===== config.mk =====
export PLATFORM = sky130hd
export DESIGN_NAME = chip_test_ctrl_flat
export DESIGN_NICKNAME = d
export VERILOG_FILES = /design/src/rtl/chip_test_ctrl_if.sv /design/src/rtl/chip_test_ctrl.sv /design/src/flat_wrapper.sv
export SDC_FILE = /design/constraint.sdc
export NUM_CORES = 1
export LEC_CHECK = 0
export CAP_MARGIN = 0
export CORE_ASPECT_RATIO = 0.7
export CORE_MARGIN = 4
export CORE_UTILIZATION = 36
export CTS_BUF_LIST = sky130_fd_sc_hd__clkbuf_4 sky130_fd_sc_hd__clkbuf_8
export CTS_CLUSTER_DIAMETER = 100
export DETAILED_ROUTE_END_ITERATION = 16
export SLEW_MARGIN = 20
export SYNTH_ARGS = -nofsm -noshare
export SYNTH_HDL_FRONTEND = slang
export SYNTH_SLANG_ARGS = --single-unit
export TNS_END_PERCENT = 30

===== constraint.sdc =====
create_clock -name Clk -period 4.8 [get_ports Clk]
set_input_delay 0.96 -clock Clk [delete_from_list [all_inputs] [get_ports Clk]]
set_output_delay 0.96 -clock Clk [all_outputs]
set_load 0.02 [all_outputs]

===== src/rtl/chip_test_ctrl_if.sv =====
// chip_test_ctrl_if: tester handshake and status bundle for the chip test front-end.
// Ports (signals):
//   Start, Done, RSLT             operator button and tester flags into the controller
//   Run, DISP_RSLT                one-cycle launch / release pulses to the tester
//   Busy, Pass_LED, Fail_LED,     controller status
//   Timeout, Pass_Count, Fail_Count
// slave = controller side, master = operator/tester side.
interface chip_test_ctrl_if;
    logic       Start;
    logic       Done;
    logic       RSLT;
    logic       Run;
    logic       DISP_RSLT;
    logic       Busy;
    logic       Pass_LED;
    logic       Fail_LED;
    logic       Timeout;
    logic [7:0] Pass_Count;
    logic [7:0] Fail_Count;

    modport slave (
        input  Start, Done, RSLT,
        output Run, DISP_RSLT, Busy, Pass_LED, Fail_LED, Timeout, Pass_Count, Fail_Count
    );

    modport master (
        output Start, Done, RSLT,
        input  Run, DISP_RSLT, Busy, Pass_LED, Fail_LED, Timeout, Pass_Count, Fail_Count
    );
endinterface


===== src/rtl/chip_test_ctrl.sv =====
// chip_test_ctrl: debounces Start, launches the tester, waits for a settled Done
// (or a watchdog timeout), reports the result and keeps saturating pass/fail tallies.
// Ports:
//   Clk    system clock
//   Reset  synchronous active-high reset
//   bus    chip_test_ctrl_if.slave (Start/Done/RSLT in; Run/DISP_RSLT/status out)
module chip_test_ctrl #(
    parameter int DEBOUNCE_CYCLES = 16,
    parameter int SETTLE_CYCLES   = 2,
    parameter int TIMEOUT_CYCLES  = 1024
) (
    input  logic             Clk,
    input  logic             Reset,
    chip_test_ctrl_if.slave  bus
);
    localparam int DB_W = $clog2(DEBOUNCE_CYCLES + 1);
    localparam int ST_W = $clog2(SETTLE_CYCLES + 1);
    localparam int WD_W = $clog2(TIMEOUT_CYCLES + 1);
    localparam logic [DB_W-1:0] DB_LAST = DB_W'(DEBOUNCE_CYCLES - 1);
    localparam logic [ST_W-1:0] ST_MAX  = ST_W'(SETTLE_CYCLES);
    localparam logic [WD_W-1:0] WD_MAX  = WD_W'(TIMEOUT_CYCLES);

    typedef enum logic [1:0] {IDLE, LAUNCH, WAIT_DONE, REPORT} state_t;

    state_t          state, state_nxt;
    logic [1:0]      sync_q;
    logic            deb_level;
    logic [DB_W-1:0] deb_cnt;
    logic            start_evt;
    logic [ST_W-1:0] settle_cnt, settle_nxt;
    logic [WD_W-1:0] wd_cnt, wd_nxt;
    logic            settle_hit, wd_hit;
    logic            result_q, pass_led, fail_led, timeout_q;
    logic [7:0]      pass_cnt, fail_cnt;

    // deb_cnt counts consecutive samples that disagree with the debounced level;
    // the level flips on the last of them, so a rising flip is the start event.
    assign start_evt  = sync_q[1] && !deb_level && deb_cnt == DB_LAST;
    assign settle_nxt = bus.Done ? settle_cnt + 1'b1 : '0;
    assign wd_nxt     = wd_cnt + 1'b1;
    assign settle_hit = settle_nxt == ST_MAX;
    assign wd_hit     = wd_nxt == WD_MAX;

    always_ff @(posedge Clk) begin
        if (Reset) begin
            sync_q    <= '0;
            deb_level <= 1'b0;
            deb_cnt   <= '0;
        end else begin
            sync_q <= {sync_q[0], bus.Start};
            if (sync_q[1] == deb_level) begin
                deb_cnt <= '0;
            end else if (deb_cnt == DB_LAST) begin
                deb_level <= sync_q[1];
                deb_cnt   <= '0;
            end else begin
                deb_cnt <= deb_cnt + 1'b1;
            end
        end
    end

    always_ff @(posedge Clk) begin
        if (Reset) state <= IDLE;
        else       state <= state_nxt;
    end

    always_comb begin
        state_nxt = state;
        case (state)
            IDLE:      state_nxt = start_evt ? LAUNCH : IDLE;
            LAUNCH:    state_nxt = WAIT_DONE;
            WAIT_DONE: state_nxt = (settle_hit || wd_hit) ? REPORT : WAIT_DONE;
            default:   state_nxt = IDLE;
        endcase
    end

    always_ff @(posedge Clk) begin
        if (Reset) begin
            settle_cnt <= '0;
            wd_cnt     <= '0;
            result_q   <= 1'b0;
            pass_led   <= 1'b0;
            fail_led   <= 1'b0;
            timeout_q  <= 1'b0;
            pass_cnt   <= '0;
            fail_cnt   <= '0;
        end else begin
            settle_cnt <= (state == WAIT_DONE) ? settle_nxt : '0;
            wd_cnt     <= (state == WAIT_DONE) ? wd_nxt : '0;
            if (state == IDLE && start_evt) begin
                pass_led  <= 1'b0;
                fail_led  <= 1'b0;
                timeout_q <= 1'b0;
            end
            // A settled Done in the same cycle as the watchdog wins.
            if (state == WAIT_DONE) begin
                if (settle_hit) begin
                    result_q <= bus.RSLT;
                end else if (wd_hit) begin
                    result_q  <= 1'b0;
                    timeout_q <= 1'b1;
                end
            end
            if (state == REPORT) begin
                pass_led <= result_q;
                fail_led <= !result_q;
                if (result_q && pass_cnt != 8'hFF)  pass_cnt <= pass_cnt + 1'b1;
                if (!result_q && fail_cnt != 8'hFF) fail_cnt <= fail_cnt + 1'b1;
            end
        end
    end

    assign bus.Run        = state == LAUNCH;
    assign bus.DISP_RSLT  = state == REPORT;
    assign bus.Busy       = state != IDLE;
    assign bus.Pass_LED   = pass_led;
    assign bus.Fail_LED   = fail_led;
    assign bus.Timeout    = timeout_q;
    assign bus.Pass_Count = pass_cnt;
    assign bus.Fail_Count = fail_cnt;
endmodule

===== src/flat_wrapper.sv =====
// flat-port wrapper written by rule: the top's interface ports become plain ports
module chip_test_ctrl_flat 
#(
    parameter int DEBOUNCE_CYCLES = 16,
    parameter int SETTLE_CYCLES   = 2,
    parameter int TIMEOUT_CYCLES  = 1024
)
  (Clk, Reset, bus_Start, bus_Done, bus_RSLT, bus_Run, bus_DISP_RSLT, bus_Busy, bus_Pass_LED, bus_Fail_LED, bus_Timeout, bus_Pass_Count, bus_Fail_Count);
  chip_test_ctrl_if bus_i ();
  input  logic Clk;
  input  logic Reset;
  input wire logic [$bits(bus_i.Start)-1:0] bus_Start;
  input wire logic [$bits(bus_i.Done)-1:0] bus_Done;
  input wire logic [$bits(bus_i.RSLT)-1:0] bus_RSLT;
  output wire logic [$bits(bus_i.Run)-1:0] bus_Run;
  output wire logic [$bits(bus_i.DISP_RSLT)-1:0] bus_DISP_RSLT;
  output wire logic [$bits(bus_i.Busy)-1:0] bus_Busy;
  output wire logic [$bits(bus_i.Pass_LED)-1:0] bus_Pass_LED;
  output wire logic [$bits(bus_i.Fail_LED)-1:0] bus_Fail_LED;
  output wire logic [$bits(bus_i.Timeout)-1:0] bus_Timeout;
  output wire logic [$bits(bus_i.Pass_Count)-1:0] bus_Pass_Count;
  output wire logic [$bits(bus_i.Fail_Count)-1:0] bus_Fail_Count;
  assign bus_i.Start = bus_Start;
  assign bus_i.Done = bus_Done;
  assign bus_i.RSLT = bus_RSLT;
  assign bus_Run = bus_i.Run;
  assign bus_DISP_RSLT = bus_i.DISP_RSLT;
  assign bus_Busy = bus_i.Busy;
  assign bus_Pass_LED = bus_i.Pass_LED;
  assign bus_Fail_LED = bus_i.Fail_LED;
  assign bus_Timeout = bus_i.Timeout;
  assign bus_Pass_Count = bus_i.Pass_Count;
  assign bus_Fail_Count = bus_i.Fail_Count;
  chip_test_ctrl #(.DEBOUNCE_CYCLES(DEBOUNCE_CYCLES), .SETTLE_CYCLES(SETTLE_CYCLES), .TIMEOUT_CYCLES(TIMEOUT_CYCLES)) u_core (.Clk(Clk), .Reset(Reset), .bus(bus_i));
endmodule

==> key figures <==
Clock tree
  – Hold buffer count at CTS: 0
  – CTS Buf Count: 5
  – CTS clk-pin slew, worst paths: 0.08 ns
  – # clock sinks: 43
  – Post CTS Setup Buffer Count: 0
  – Clock Latency Late Sink: 0.28 ns
  – Clock buffer depth: 2
  – H-tree Lvls: 2
  – CTS tree: yes
  – Post_cts resized: 0
  – Clk root buf: clkbuf_8

Pwr
  – Clock network power share: 42.4%
  – Peak VDD IR: 137 uV
  – LEAKAGE: 0.839 nW
  – Power per cell area: 274 nW/um2
  – Sw Pwr: 118 uW
  – Switching share of power: 18.5%
  – Cell-internal power: 520 uW
  – Seq pwr share: 56.1%
  – Comb power frac: 1.5%
  – Total Power: 637 uW

Logic synthesis
  – Synth top area cells: dfxtp_1 45%, nor2_1 7.1%, ha_1 6.6%
  – Synth Warn #: 0
  – FF+latch count, synth: 43
  – Average instance area after synthesis: 8.95 um2
  – Leading area contributor after synthesis: dfxtp_1
  – Top FF cell, synth: dfxtp_1
  – Share of the synthesized area in the top cell type: 45.2%
  – Count leader, synth: dfxtp_1
  – Post-synth cell types: 37
  – Synthesized Nets: 228
  – Synth cell count leaders: 43 x dfxtp_1, 36 x nor2_1, 15 x nand3_1
  – Number of flops mapped to enable cells by yosys: 0
  – Mapped Area: 1910 um2
  – Async set-reset flop share out of synthesis: 0%
  – Fraction of the yosys area taken by sequential cells: 45.2%
  – Cell count after synthesis: 213

STA
  – Measured slew at the worst slew-check pin: 0.981 ns
  – Fin crit period: 2.63 ns
  – Max Transition Viols Final: 0
  – Worst slew margin: 34.4%
  – RSZ-0062 raised after global routing: no
  – Clock skew: 0.00739 ns
  – Final period util: 54.8%
  – Final hold violation count: 0
  – Final Setup Violations: 0
  – Final setup margin: 2.17 ns
  – Setup TNS: 0 ns
  – Fmax: 380 MHz
  – Hold_ws: 0.444 ns

Cells and area
  – Synth-to-Final Area Change: 22.1%
  – Share of cells above drive strength 1: 4.58%
  – # nets final: 255
  – Finished Core Util: 47.1%
  – Antenna diodes: 0

Place
  – Setup slack at placement: 1.86 ns
  – Routability Congestion: 0.746
  – Port bufs: 26
  – Hpwl dp: 2.60 mm

Worst hold path
  – Min-delay src: u_core.sync_q[0]$_SDFF_PP0_
  – Hold crit path type: flip-flop to flip-flop

Critical path
  – Worst r2r src: u_core.wd_cnt[0]$_SDFF_PP0_
  – Reg2reg setup slack: 2.62 ns
  – CP endpoint kind: flip-flop
  – Capture point of the worst path: u_core.wd_cnt[3]$_SDFF_PP0_
  – Worst stage delay on the critical path: 1.12 ns
  – Crit Path Max Fanout: 27
  – Critical Path Source: Reset
  – Critical path class: primary input to flip-flop
  – Arrival time worst endpoint: 2.79 ns
  – Reg-to-Reg End: u_core.result_q$_SDFFE_PP0P_
  – CP required: 4.96 ns
  – Startpoint class of the critical path: primary input
  – CP Cell Sequence: clkdlybuf4s50_1 > inv_1 > nand2_1 > nor2_1
  – R2R depth: 6
  – Crit-path slowest cell: clkdlybuf4s50_1

Floorplan
  – Total core area: 4940 um2
  – Initial core utilization: 38.6%
  – I/O pin count: 27
  – Std-Cell Rows: 21
  – Die area: 6540 um2
  – Die extent in y: 68.9 um
  – DIE WIDTH: 95.0 um

Route
  – Post-route DRC: 0
  – Initial drt markers: 72
  – Drt total wl: 3.53 mm
  – Antenna violation net count after detailed routing: 0
  – Drt pass-1 iters: 4
  – Total number of vias: 1,469
  – DR vias/cell: 4.75
  – Post-detailed-route wirelength per cell: 11.4 um

Flow run
  – Max-cap violations: 0

Global routing
  – Total GRT Usage: 11.9%
  – Initial antenna violation count: 0
  – Largest net degree at the start of global routing: 28
  – Vias in the first global route: 1,286
  – Remaining Overflow, GRT: 0
  – First-pass GRT wire length: 6.02 mm

Outcome
  – Status: completed
## through the flow
| stage | std cells | area [um2] |
|---|---|---|
| floorplan | 213 | 1910 |
| global placement | 302 | 2220 |
| detailed placement | 302 | 2220 |
| CTS | 309 | 2330 |
| global route | 309 | 2330 |
| finish | 309 | 2330 |
## how the worst min path moves through the flow
stage | endpoint | slack, ns | depth (start not counted)
finish | u_core.sync_q[1]$_SDFF_PP0_ | 0.44 | 1
global route | u_core.sync_q[1]$_SDFF_PP0_ | 0.45 | 1
CTS | u_core.sync_q[1]$_SDFF_PP0_ | 0.44 | 1
detailed placement | u_core.sync_q[1]$_SDFF_PP0_ | 0.42 | 1
global placement | u_core.sync_q[1]$_SDFF_PP0_ | 0.42 | 1
floorplan | u_core.sync_q[1]$_SDFF_PP0_ | 0.41 | 1
## sequential cells by signal, indices dropped and copies added (netlist names)
name,flops
u_core.bus.Fail_Count,8
u_core.bus.Fail_LED,1
u_core.bus.Pass_Count,8
u_core.bus.Pass_LED,1
u_core.bus.Timeout,1
u_core.deb_cnt,5
u_core.deb_level,1
u_core.result_q,1
u_core.settle_cnt,2
u_core.state,2
u_core.sync_q,2
u_core.wd_cnt,11
## critical path, delay by kind of cell
kind,cells,cell delay (ns)
buf+inv,2,1.38
simple gates,2,0.44
## metal layers
metal  global-route usage [%]  routed length [um]
met5                        0                   0
met1                     17.5                1990
met4                     3.78                  24
met2                     16.3                1370
met3                     3.69                 150
## cells in the final DEF (no fill, tap or decap), drive strengths merged, types with 2 or more instances in the layout
| cell type | synthesis | routed |
|---|---|---|
| nor2b | 5 | 5 |
| inv | 9 | 9 |
| a21oi | 8 | 8 |
| nor3 | 3 | 3 |
| a31oi | 2 | 2 |
| nor2 | 36 | 36 |
| nand4 | 7 | 7 |
| clkdlybuf4s50 | 0 | 26 |
| or3 | 5 | 5 |
| xor2 | 13 | 13 |
| nand2 | 12 | 12 |
| xnor2 | 13 | 13 |
| dfxtp | 43 | 43 |
| and3 | 5 | 5 |
| clkbuf | 3 | 6 |
| o21ai | 6 | 6 |
| nand3 | 15 | 15 |
| ha | 10 | 10 |
## power by group through the flow
stage	clock [mW]	sequential, mW	combinational, mW
after floorplan	0	0.366	0.00559
after global placement	0	0.366	0.00960
after detailed placement	0	0.366	0.00968
after CTS	0.278	0.358	0.00972
after global routing	0.294	0.358	0.0107
final	0.270	0.358	0.00959
## cells by family after synthesis
family	Yosys count	share of synthesized area [%]
xor gates and xnor gates	26	12.0
buffers and inverters	15	3.48
adders and majority gates	10	6.57
muxes	1	0.525
AOI/OAI and AO/OA	26	8.73
DFF	43	45.2
and+or+nand+nor	92	23.6
## cell type report
class                      instances  area, um2
multi-input combinational        155        978
tap                               69       86.3
clock buffer                       6       76.3
clock inverter                     1       30.0
inverter                           9       33.8
fill                             505       2610
timing repair buffer              26        260
sequential                        43        861
No activity file was read; power rests on OpenSTA's default activity.
